$ cat src/rtl/bank_write_ctrl.sv
// bank_write_ctrl: ingress writer for one port's shared packet-buffer bank.
// Stores each received frame word-by-word into a circular SRAM region. Good
// frames are published as (start, length) descriptors. Bad, overflowing,
// oversize or slot-blocked frames are dropped and their space is reclaimed
// by rewinding the write pointer.
module bank_write_ctrl #(
  parameter int DATA_WIDTH      = 32,
  parameter int DEPTH           = 4608,
  parameter int MAX_FRAME_WORDS = 381,
  parameter int ADDR_W          = $clog2(DEPTH),
  parameter int LEN_W           = $clog2(MAX_FRAME_WORDS + 1)
) (
  input  logic                  i_clk,
  input  logic                  i_rst_n,
  input  logic                  i_valid,
  input  logic [DATA_WIDTH-1:0] i_data,
  input  logic                  i_last,
  input  logic                  i_err,
  output logic                  o_wr,
  output logic [ADDR_W-1:0]     o_addr_wr,
  output logic [DATA_WIDTH-1:0] o_data,
  output logic                  o_desc_valid,
  input  logic                  i_desc_ready,
  output logic [ADDR_W-1:0]     o_desc_addr,
  output logic [LEN_W-1:0]      o_desc_len,
  input  logic                  i_release,
  input  logic [LEN_W-1:0]      i_release_len,
  output logic [ADDR_W:0]       o_used,
  output logic [15:0]           o_frame_cnt,
  output logic [15:0]           o_drop_cnt
);

  localparam logic [ADDR_W-1:0] LAST_ADDR = ADDR_W'(DEPTH - 1);
  localparam logic [ADDR_W:0]   DEPTH_W   = (ADDR_W + 1)'(DEPTH);
  localparam logic [LEN_W-1:0]  MAX_LEN   = LEN_W'(MAX_FRAME_WORDS);

  typedef enum logic [1:0] {
    ST_IDLE,
    ST_WRITE,
    ST_DROP
  } state_e;

  state_e                  state_q, state_d;
  logic [ADDR_W-1:0]       wp_q, wp_d;
  logic [ADDR_W-1:0]       fs_q, fs_d;
  logic [LEN_W-1:0]        inf_q, inf_d;
  logic [ADDR_W:0]         used_q, used_d;
  logic                    wr_q, wr_d;
  logic [ADDR_W-1:0]       addr_wr_q, addr_wr_d;
  logic [DATA_WIDTH-1:0]   data_q, data_d;
  // Commit staged for one cycle so the descriptor trails the last SRAM write.
  logic                    pend_q, pend_d;
  logic [ADDR_W-1:0]       pend_addr_q, pend_addr_d;
  logic [LEN_W-1:0]        pend_len_q, pend_len_d;
  logic                    desc_valid_q, desc_valid_d;
  logic [ADDR_W-1:0]       desc_addr_q, desc_addr_d;
  logic [LEN_W-1:0]        desc_len_q, desc_len_d;
  logic [15:0]             frame_cnt_q, frame_cnt_d;
  logic [15:0]             drop_cnt_q, drop_cnt_d;

  logic                    commit;
  logic                    drop;
  logic                    slot_busy;
  logic [ADDR_W-1:0]       frame_fs;
  logic [ADDR_W-1:0]       wp_inc;
  logic [LEN_W-1:0]        commit_len;

  // Frame FSM: accept, write, drop or commit each incoming word.
  // NOTE: every signal driven here gets a default first, so no latch is inferred.
  always_comb begin
    state_d    = state_q;
    wp_d       = wp_q;
    fs_d       = fs_q;
    inf_d      = inf_q;
    wr_d       = 1'b0;
    addr_wr_d  = addr_wr_q;
    data_d     = data_q;
    commit     = 1'b0;
    drop       = 1'b0;
    frame_fs   = (state_q == ST_IDLE) ? wp_q : fs_q;
    wp_inc     = (wp_q == LAST_ADDR) ? '0 : wp_q + ADDR_W'(1);
    commit_len = inf_q + LEN_W'(1);
    // A pending commit or an unconsumed descriptor occupies the single slot.
    slot_busy  = pend_q || (desc_valid_q && !i_desc_ready);

    case (state_q)
      ST_IDLE, ST_WRITE: begin
        if (i_valid) begin
          // inf_q is always zero in IDLE, so the same drop test covers both states.
          drop = i_err
              || ((used_q + (ADDR_W + 1)'(inf_q)) == DEPTH_W)
              || (inf_q == MAX_LEN)
              || (i_last && slot_busy);
          fs_d = frame_fs;
          if (drop) begin
            wp_d    = frame_fs;
            inf_d   = '0;
            state_d = i_last ? ST_IDLE : ST_DROP;
          end else begin
            wr_d      = 1'b1;
            addr_wr_d = wp_q;
            data_d    = i_data;
            wp_d      = wp_inc;
            if (i_last) begin
              commit  = 1'b1;
              inf_d   = '0;
              state_d = ST_IDLE;
            end else begin
              inf_d   = commit_len;
              state_d = ST_WRITE;
            end
          end
        end
      end
      ST_DROP: begin
        if (i_valid && i_last) state_d = ST_IDLE;
      end
      default: state_d = ST_IDLE;
    endcase
  end

  // Descriptor slot, buffer occupancy and statistics.
  always_comb begin
    pend_d       = commit;
    pend_addr_d  = commit ? frame_fs : pend_addr_q;
    pend_len_d   = commit ? commit_len : pend_len_q;
    desc_valid_d = desc_valid_q;
    desc_addr_d  = desc_addr_q;
    desc_len_d   = desc_len_q;
    if (pend_q) begin
      desc_valid_d = 1'b1;
      desc_addr_d  = pend_addr_q;
      desc_len_d   = pend_len_q;
    end else if (desc_valid_q && i_desc_ready) begin
      desc_valid_d = 1'b0;
    end
    used_d = used_q
           + (commit    ? (ADDR_W + 1)'(commit_len)    : '0)
           - (i_release ? (ADDR_W + 1)'(i_release_len) : '0);
    frame_cnt_d = (commit && frame_cnt_q != 16'hFFFF) ? frame_cnt_q + 16'd1 : frame_cnt_q;
    drop_cnt_d  = (drop   && drop_cnt_q  != 16'hFFFF) ? drop_cnt_q  + 16'd1 : drop_cnt_q;
  end

  // State and output registers.
  // NOTE: sequential state uses non-blocking assignments so all registers sample pre-edge values.
  always_ff @(posedge i_clk or negedge i_rst_n) begin
    if (!i_rst_n) begin
      state_q      <= ST_IDLE;
      wp_q         <= '0;
      fs_q         <= '0;
      inf_q        <= '0;
      used_q       <= '0;
      wr_q         <= 1'b0;
      addr_wr_q    <= '0;
      data_q       <= '0;
      pend_q       <= 1'b0;
      pend_addr_q  <= '0;
      pend_len_q   <= '0;
      desc_valid_q <= 1'b0;
      desc_addr_q  <= '0;
      desc_len_q   <= '0;
      frame_cnt_q  <= '0;
      drop_cnt_q   <= '0;
    end else begin
      state_q      <= state_d;
      wp_q         <= wp_d;
      fs_q         <= fs_d;
      inf_q        <= inf_d;
      used_q       <= used_d;
      wr_q         <= wr_d;
      addr_wr_q    <= addr_wr_d;
      data_q       <= data_d;
      pend_q       <= pend_d;
      pend_addr_q  <= pend_addr_d;
      pend_len_q   <= pend_len_d;
      desc_valid_q <= desc_valid_d;
      desc_addr_q  <= desc_addr_d;
      desc_len_q   <= desc_len_d;
      frame_cnt_q  <= frame_cnt_d;
      drop_cnt_q   <= drop_cnt_d;
    end
  end

  // Releasing more words than are held is a downstream protocol violation.
  release_within_used: assert property (
    @(posedge i_clk) disable iff (!i_rst_n)
      i_release |-> ((ADDR_W + 1)'(i_release_len) <= used_q)
  );

  assign o_wr         = wr_q;
  assign o_addr_wr    = addr_wr_q;
  assign o_data       = data_q;
  assign o_desc_valid = desc_valid_q;
  assign o_desc_addr  = desc_addr_q;
  assign o_desc_len   = desc_len_q;
  assign o_used       = used_q;
  assign o_frame_cnt  = frame_cnt_q;
  assign o_drop_cnt   = drop_cnt_q;

endmodule

$ cat config.mk
export PLATFORM = sky130hd
export DESIGN_NAME = bank_write_ctrl
export DESIGN_NICKNAME = d
export VERILOG_FILES = /design/src/rtl/bank_write_ctrl.sv
export SDC_FILE = /design/constraint.sdc
export NUM_CORES = 1
export LEC_CHECK = 0
export CORE_UTILIZATION = 50
export DETAILED_ROUTE_END_ITERATION = 6
export DONT_BUFFER_PORTS = 1
export PLACE_DENSITY = 0.7
export SETUP_SLACK_MARGIN = 0.5
export SLEW_MARGIN = 20
export SYNTH_ARGS = -nofsm -noshare
export SYNTH_HDL_FRONTEND = slang
export SYNTH_SLANG_ARGS = --single-unit
$ cat constraint.sdc
create_clock -name i_clk -period 15.9 [get_ports i_clk]
set_clock_uncertainty 0.2 [all_clocks]
set_input_delay 3.18 -clock i_clk [delete_from_list [all_inputs] [get_ports i_clk]]
set_output_delay 3.18 -clock i_clk [all_outputs]
set_load 0.005 [all_outputs]
==> impl_metrics.json <==
{
  "outcome": "finished clean",
  "path_cells": "a41o_1 > a21o_1 > a21oi_4 > nand3_2 > or2_1 > fa_1 > inv_1 > ha_1 > a21o_1 > a21oi_1 > o21a_1 > o21ai_0 > a41oi_1 > a211oi_1 > o21a_1 > nor2_1 > xnor2_1",
  "initialDrtViolationCount": 319,
  "coreArea_um2": 17400,
  "end_kind": "register",
  "ctsRootBufferMaster": "clkbuf_16",
  "max_cap_viol_count": 0,
  "ctsHoldBuffers": 0,
  "final_max_slew_viol_count": 0,
  "drive_gt1_frac": 0.178,
  "muxShareOfSynthArea": 0.122,
  "die_w_um": 136,
  "rows": 48,
  "worstMarginPinSlew_ns": 0.973,
  "power_density_nw_per_um2": 161,
  "synth_top_family_by_area": "simple AND/OR/NAND/NOR gates",
  "grt_antenna_before_repair": 0,
  "vias_per_cell": 5.74,
  "clockBufferDepth": 2,
  "clk_latency_ns": 0.43,
  "cts_setup_buffers": 0,
  "synth.ff_latch_count": 175,
  "avgSynthCellArea_um2": 11.0,
  "slew_headroom": 0.351,
  "ir_drop_v": 0.0000887,
  "cts_buffers": 17,
  "setup_viol": 0,
  "rsz0062_at_grt": "false",
  "synth_compound_area_frac": 0.0992,
  "crit_slowest_cell": "nand3_2",
  "synth_area_um2": 8980,
  "synth-edff-count": 0,
  "syn_inst": 819,
  "max_freq_mhz": 130,
  "port_buffers": 0,
  "grt_max_degree": 176,
  "ys.flop_type": "dfrtp_1",
  "nNetsFinal": 903,
  "grt_pass1_wl_um": 31100,
  "cts_resized": 0,
  "startpoint_type": "input port",
  "synthXorXnorAreaFrac": 0.0478,
  "layout_commonest_cell": "dfrtp_1",
  "n_antenna_cell": 0,
  "wl_um": 19200,
  "cts_tree": "yes",
  "num_vias": 6036,
  "hold_violations": 0,
  "yosysSeqAreaShare": 0.488,
  "synth_fa_ha_area_frac": 0.0655,
  "post-dp-hpwl_um": 13500,
  "pin_count": 163,
  "cts_max_level": 4,
  "grt-ovfl-total": 0,
  "remaining_drc_errors": 0,
  "die_y_um": 136,
  "worstPathArrival_ns": 7.87,
  "die_area_um2": 18500,
  "final_core_util": 0.561,
  "yosysUniqueCellTypes": 68,
  "synth_nets": 908,
  "final_cell_mix": "175 x dfrtp_1, 85 x mux2_2, 75 x nand2_1, 58 x inv_1, 37 x o21ai_0",
  "synth_top_area_frac": 0.488,
  "cts.sinks": 175,
  "track_usage": 0.218,
  "synth_simple_gate_area_frac": 0.139,
  "crit_required_ns": 16.05,
  "period_needed_ns": 7.72,
  "setup.worst_path.class": "in -> reg",
  "initial_core_util": 0.516,
  "hold_class": "reg -> reg",
  "synthTopCellsByArea": "dfrtp_1 49%, mux2_2 11%, ha_1 4.3%, xnor2_1 3.4%, nand2_1 3.1%",
  "gp_congestion": 0.851,
  "yosys_warnings": 0,
  "grt_pass1_vias": 5861,
  "area_growth_pct": 8.89,
  "tns_ns": 0,
  "post_drt_wl_per_cell_um": 18.2,
  "final_antenna_net_count": 0,
  "synth_top_area_cell": "dfrtp_1",
  "fin_crit_sh": 0.485,
  "clk_pin_slew_ns": 0.07,
  "cp_max_fo": 37,
  "p_leak_nw": 4.55,
  "drtPass1Iterations": 5,
  "critPathMaxStageDelay_ns": 0.68,
  "async_reset_ff_frac": 1.00
}
## stage by stage
step | cell area, um2 | setup slack [ns] | hold WS, ns | cells | power [W]
global placement | 9160 | 7.84 | 0.260 | 1020 | 0.00113
finish | 9780 | 8.18 | 0.284 | 1052 | 0.00158
global route | 9780 | 7.79 | 0.318 | 1052 | 0.00168
floorplan | 8980 | 8.86 | 0.241 | 819 | 0.00104
detailed placement | 9160 | 7.78 | 0.268 | 1020 | 0.00115
CTS | 9780 | 8.20 | 0.291 | 1052 | 0.00159
## worst max-delay path, delay by kind of cell
family                     cells  cell delay (ns)
AOI/OAI and AO/OA             10             2.38
and+or+nand+nor                3             1.28
adders and majority gates      2             0.83
xor gates and xnor gates       1             0.13
buffers and inverters          1             0.06
## Yosys cell counts (all sizes together) (6+ instances only)
cell type / n
dfrtp: 175
nor2b: 6
a21o: 7
mux2: 85
fa: 10
nand2: 77
o21ai: 39
clkbuf: 9
xnor2: 35
a21oi: 24
buf: 19
and2: 14
inv: 58
nand3: 30
xor2: 14
ha: 31
or2: 8
nor3: 19
and3: 14
nor2: 37
nor4: 8
nand2b: 8
nand4: 7
mux2i: 14
## layout make-up
| type | instances | area, um2 |
|---|---|---|
| Clock inverter | 14 | 173 |
| Clock buffer | 18 | 439 |
| Inverter | 58 | 218 |
| Fill cell | 1499 | 7640 |
| Multi-Input combinational cell | 558 | 4260 |
| Tap cell | 225 | 282 |
| Sequential cell | 175 | 4380 |
| Timing Repair Buffer | 4 | 30.0 |
## path summary, 6_finish.rpt
| kind | slack [ns] | cells after the start | to | startpoint |
|---|---|---|---|---|
| setup reg to reg | 9.15 | 22 | o_used[13]$_DFF_PN0_ | inf_q[0]$_DFFE_PN0P_ |
| min in group asynchronous | 2.24 | 0 | o_data[20]$_DFFE_PN0P_ | i_rst_n |
| hold reg to reg | 0.28 | 2 | pend_addr_q[7]$_DFFE_PN0N_ | pend_addr_q[7]$_DFFE_PN0N_ |
| hold / removal | 0.28 | 2 | pend_addr_q[7]$_DFFE_PN0N_ | pend_addr_q[7]$_DFFE_PN0N_ |
| max in group asynchronous | 13.04 | 0 | o_drop_cnt[5]$_DFFE_PN0P_ | i_rst_n |
| setup / recovery | 8.18 | 17 | o_used[13]$_DFF_PN0_ | i_err |
## logic make-up (layout without fill, tap and decap cells)
family,count (synthesis),count (layout)
buf+inv,86,94
simple gates,244,244
flops,175,175
xor+xnor,49,49
mux,99,99
fa+ha+maj,41,41
compound gates,125,125
## power by group
group	internal, W	switching, W
registers	0.000556	0.000124
clock network	0.000242	0.000191
logic	0.000224	0.000239
total	0.00102	0.000554
## per-layer routing
layer	vias to the layer above	routed length (um)	global-route usage
met5	-	0	0
met4	0	380	0.0784
met3	24	837	0.0425
met2	135	9230	0.344
met1	3024	8700	0.298
li1	2853	-	-
## registers in the layout (all words and copies together) (netlist names)
register,flops
fs_q,13
inf_q,9
o_addr_wr,13
o_data,32
o_desc_addr,13
o_desc_len,9
o_desc_valid,1
o_drop_cnt,16
o_frame_cnt,16
o_used,14
o_wr,1
pend_addr_q,13
pend_len_q,9
pend_q,1
state_q,2
wp_q,13
No activity file was read; power rests on OpenSTA's default activity.
